**config.mk**
```make
export PLATFORM = sky130hd
export DESIGN_NAME = palette_ctrl
export DESIGN_NICKNAME = d
export VERILOG_FILES = /design/src/rtl/palette_pkg.sv /design/src/rtl/palette_shadow.sv /design/src/rtl/palette_ctrl.sv
export SDC_FILE = /design/constraint.sdc
export NUM_CORES = 1
export LEC_CHECK = 0
export ABC_AREA = 1
export BUFFER_PORTS_ARGS = -buffer_cell sky130_fd_sc_hd__buf_2
export CAP_MARGIN = 20
export CORE_AREA = 2 2 44 46
export DETAILED_ROUTE_END_ITERATION = 10
export DIE_AREA = 0 0 46 48
export HOLD_SLACK_MARGIN = 0.08
export PLACE_DENSITY = 0.75
export SLEW_MARGIN = 0
export SYNTH_ARGS = -nofsm -noshare
export SYNTH_HDL_FRONTEND = slang
export SYNTH_SLANG_ARGS = --single-unit
```
**constraint.sdc**
```tcl
create_clock -name clk -period 0.8 [get_ports clk]
set_input_delay 0.08 -clock clk [delete_from_list [all_inputs] [get_ports clk]]
set_output_delay 0.08 -clock clk [all_outputs]
set_load 0.1 [all_outputs]
```
**src/rtl/palette_pkg.sv**
```systemverilog
// Shared sizes, colour format and fade arithmetic for the VDP palette write controller.
package palette_pkg;

   localparam int PAL_ENTRIES = 32;
   localparam int PAL_AW      = 5;
   localparam int COMP_W      = 2;

   // Packed so that the bit layout matches the BBGGRR colour byte.
   typedef struct packed {
      logic [COMP_W-1:0] b;
      logic [COMP_W-1:0] g;
      logic [COMP_W-1:0] r;
   } colour_t;

   typedef enum logic {
      IDLE,
      SWEEP
   } sweep_state_t;

   // Each component is attenuated independently and saturates at zero.
   function automatic colour_t fade_scale(input colour_t c, input logic [COMP_W-1:0] level);
      colour_t s;
      s.r = (c.r > level) ? c.r - level : '0;
      s.g = (c.g > level) ? c.g - level : '0;
      s.b = (c.b > level) ? c.b - level : '0;
      return s;
   endfunction

endpackage

```
**src/rtl/palette_shadow.sv**
```systemverilog
// 32x6 shadow register file: one synchronous write port, one asynchronous read port,
// synchronous clear on reset.
module palette_shadow
   import palette_pkg::*;
(
   input  logic              clk,
   input  logic              reset,
   input  logic              we,
   input  logic [PAL_AW-1:0] waddr,
   input  colour_t           wdata,
   input  logic [PAL_AW-1:0] raddr,
   output colour_t           rdata
);

   colour_t mem [PAL_ENTRIES];

   // NOTE: every entry is cleared on reset, so this stays a flop array rather than a RAM;
   // a fade issued straight after reset must sweep black, not stale contents.
   always_ff @(posedge clk) begin
      if (reset) begin
         for (int i = 0; i < PAL_ENTRIES; i++) mem[i] <= '0;
      end else if (we) begin
         mem[waddr] <= wdata;
      end
   end

   assign rdata = mem[raddr];

endmodule

```
**src/rtl/palette_ctrl.sv**
```systemverilog
// Palette RAM write-port arbiter: CPU > host > fade sweep, with registered write outputs.
// The shadow copy, fade level and sweep engine are built only when PALETTE_FADE_EN is defined.
module palette_ctrl
   import palette_pkg::*;
(
   input  logic              clk,
   input  logic              reset,
   input  logic [PAL_AW-1:0] cpu_addr,
   input  logic [7:0]        cpu_wrdata,
   input  logic              cpu_wren,
   input  logic [PAL_AW-1:0] host_addr,
   input  logic [7:0]        host_wrdata,
   input  logic              host_valid,
   output logic              host_ready,
   input  logic [1:0]        fade_level,
   input  logic              fade_start,
   output logic              fade_busy,
   output logic [PAL_AW-1:0] pal_addr,
   output logic [7:0]        pal_wrdata,
   output logic              pal_wren
);

   logic              host_take;
   logic              req_take;
   logic [PAL_AW-1:0] req_addr;
   colour_t           req_colour;
   logic              wren_d;
   logic [PAL_AW-1:0] addr_d;
   colour_t           colour_d;
   logic              unused_hi;

   // The CPU strobe can never be stalled, so the host only gets the port when the CPU is quiet.
   assign host_ready = ~cpu_wren;
   assign host_take  = host_valid & ~cpu_wren;
   assign req_take   = cpu_wren | host_take;
   assign req_addr   = cpu_wren ? cpu_addr : host_addr;
   assign req_colour = cpu_wren ? colour_t'(cpu_wrdata[5:0]) : colour_t'(host_wrdata[5:0]);
   assign unused_hi  = ^{cpu_wrdata[7:6], host_wrdata[7:6]};

`ifdef PALETTE_FADE_EN
   sweep_state_t      state, state_d;
   logic [1:0]        level, level_d, req_level;
   logic [PAL_AW-1:0] idx, idx_d;
   colour_t           shadow_rd;
   logic              sweep_go;

   palette_shadow u_shadow (
      .clk   (clk),
      .reset (reset),
      .we    (req_take),
      .waddr (req_addr),
      .wdata (req_colour),
      .raddr (idx),
      .rdata (shadow_rd)
   );

   // A request arriving with fade_start is scaled with the level being latched.
   assign req_level = fade_start ? fade_level : level;
   assign sweep_go  = (state == SWEEP) && !req_take && !fade_start;
   assign fade_busy = (state == SWEEP);

   // NOTE: every output of this block gets a default first, so no path can infer a latch.
   always_comb begin
      state_d  = state;
      level_d  = level;
      idx_d    = idx;
      wren_d   = 1'b0;
      addr_d   = req_addr;
      colour_d = fade_scale(req_colour, req_level);

      if (fade_start) begin
         state_d = SWEEP;
         level_d = fade_level;
         idx_d   = '0;
      end else if (sweep_go) begin
         if (idx == PAL_AW'(PAL_ENTRIES - 1)) state_d = IDLE;
         else                                 idx_d   = idx + 1'b1;
      end

      // A blocked sweep holds idx and rewrites the entry later from the updated shadow.
      if (req_take) begin
         wren_d = 1'b1;
      end else if (sweep_go) begin
         wren_d   = 1'b1;
         addr_d   = idx;
         colour_d = fade_scale(shadow_rd, level);
      end
   end

   always_ff @(posedge clk) begin
      if (reset) begin
         state <= IDLE;
         level <= '0;
         idx   <= '0;
      end else begin
         state <= state_d;
         level <= level_d;
         idx   <= idx_d;
      end
   end
`else
   logic unused_fade;

   assign unused_fade = ^{fade_level, fade_start};
   assign fade_busy   = 1'b0;

   always_comb begin
      wren_d   = req_take;
      addr_d   = req_addr;
      colour_d = req_colour;
   end
`endif

   // NOTE: sequential state uses non-blocking assignments so all flops update together.
   always_ff @(posedge clk) begin
      if (reset) begin
         pal_wren   <= 1'b0;
         pal_addr   <= '0;
         pal_wrdata <= '0;
      end else begin
         pal_wren   <= wren_d;
         pal_addr   <= addr_d;
         pal_wrdata <= {2'b00, colour_d};
      end
   end

endmodule

```
==> flow_summary.ini <==
[outcome]
status = complete, but fails checks
violations = negative setup slack

[placed_design]
port_buffers = 38
place_area_um2 = 920.9
place_congestion = 0.6286
hpwl_mm = 1.056

[worst_setup_path]
crit_buf_inv = 1
cp_max_fo = 1
cp.arrival_ns = 0.78
cpMaxStageDelayCell = dfxtp_2
critPathLaunchType = flop
required_ns = 0.72
crit_family = flip-flops
cpPeakStageDelay_ns = 0.35
crit_start = pal_addr[1]$_SDFF_PP0_
cp-end-kind = primary output
cp_cell_sequence = buf_12
path_class = reg2out

[power]
irDropWorstVdd_mv = 0.7834
powerDensity_nw_per_um2 = 1694
leakage_uw = 0.0005833

[synthesis]
synth_cell_types = 8
synthesis.area_um2 = 515.5
ys_ff_latch = 12
synth_cells = 78
yosys.area.top_type_share = 0.4660
syn_area_per_cell_um2 = 6.609
synth_area_leaders = dfxtp_1, nor2_1, nand2_1, inv_1, buf_4
yosys_warnings = 0
yosys.area.top_type = dfxtp_1
synth-seq-area-share = 0.4660

[cells_and_area]
finalInstanceArea_um2 = 1074
fillers = 141
n_antenna_cell = 0
drive_gt1_frac = 0.4351
final_core_util = 0.6356
syn_to_final_growth_pct = 108.3
nets = 166

[routing]
drtAntennaViolNets = 0
drc = 0
viasPerCell = 4.007
firstDrtPassIters = 1
dr_total_vias = 593
wirelength_mm = 1.425
routedWlPerCell_um = 9.628
drtIter0Drc = 0

[sta]
report.final.slew_viol_count = 0
rsz0062_at_grt = yes
layout_setup_ws_ns = -0.06248
finalCritPeriodShare = 1.078
finalHoldViolations = 0
max_freq_mhz = 1159
tns_ns = -0.6167
setup_viol = 12
min_period_ns = 0.8625

[floorplan]
num_rows = 15
die-area_um2 = 2208
die_height_um = 48
start_util = 0.3052
io_pins = 49
core-area_um2 = 1689
die_w_um = 46

[cts]
htree_levels = 1
cts.sinks = 12
numCtsBuffers = 3
ctsRootBufferMaster = clkbuf_4
cts_setup_buffers = 0
cts_max_path_buffers = 2
path_clk_slew_ns = 0.07
cts_tree = yes

[global_routing]
use_met3 = 0.02264
grt_busiest_layer = met2
met2_usage = 0.2556
grt_overflow = 0
grt_max_degree = 12
use_met1 = 0.1561
antenna_found_initial = 0
track_usage = 0.1451
grt_pass1_vias = 574
grt_pass1_wl_mm = 2.180

[flow_run]
cap_violations = 0

[worst_hold_path]
min_path_type = in2reg
hp-start = cpu_wrdata[0]
==> cells in the final DEF, fill, tap and decap left out, drive strengths merged <==
| cell | Yosys | final |
|---|---|---|
| clkinvlp | 0 | 1 |
| clkbuf | 0 | 3 |
| nand2 | 22 | 22 |
| dfxtp | 12 | 12 |
| conb | 1 | 3 |
| nor2 | 24 | 24 |
| inv | 13 | 12 |
| dlygate4sd3 | 0 | 13 |
| buf | 6 | 41 |
==> Yosys cell counts <==
library cell   n
inv_1         13
buf_4          3
nand2_1       22
buf_2          1
nor2_1        24
buf_6          2
dfxtp_1       12
conb_1         1
==> metal layers <==
metal	vias up	wire [µm]
met2	29	688
met4	0	17
met1	244	599
met3	2	120
met5	-	0
li1	318	-
==> final timing paths <==
check	cells after the start	end
setup / recovery	1	pal_addr[1]
hold / removal	5	pal_wrdata[0]$_SDFF_PP0_
==> logic make-up (layout without fill, tap and decap cells) <==
kind of cell | after synthesis | after routing | share of synthesized area
buffers and inverters | 19 | 70 | 0.1917
other | 1 | 3 | 0.007275
flip-flops | 12 | 12 | 0.4660
AND/OR/NAND/NOR | 46 | 46 | 0.3350
==> stage by stage <==
step / worst slack [ns] / total power [µW] / hold WS (ns) / instances
after floorplan: 0.09422 / 1167 / 0.1450 / 80
after global placement: 0.08194 / 1429 / 0.2448 / 132
after detailed placement: 0.05017 / 1441 / 0.2474 / 132
after CTS: -0.08160 / 1847 / 0.09039 / 148
after global routing: -0.08901 / 1902 / 0.1261 / 148
final: -0.06248 / 1819 / 0.1026 / 148
==> state kept, by name (all words and copies together), names as in the netlist <==
signal,flops
pal_addr,5
pal_wrdata,6
pal_wren,1
==> report_power, final <==
group,internal [µW],leakage (µW),switching [µW]
Combinational,293,0.000466,497
Sequential,649,0.000103,33.8
Clock,173,0.0000138,173
==> cell type report <==
| cell class | count | area, µm² | share of cell area |
|---|---|---|---|
| timing repair buffer | 54 | 538.0 | 0.5012 |
| sequential | 12 | 255.2 | 0.2378 |
| multi-input combinational | 49 | 183.9 | 0.1713 |
| inverter | 13 | 52.55 | 0.04895 |
| clock buffer | 3 | 22.52 | 0.02098 |
| tap | 17 | 21.27 | 0.01981 |
==> timing repair <==
action | CTS | global route
hold buffers | 13 | 0
endpoints found under the hold margin | 12 | 0
resized for setup | 0 | 0
setup endpoints to repair | 12 | 12
gates cloned | 0 | 0
pin swaps | 0 | 0
No activity file was read; power rests on OpenSTA's default activity.
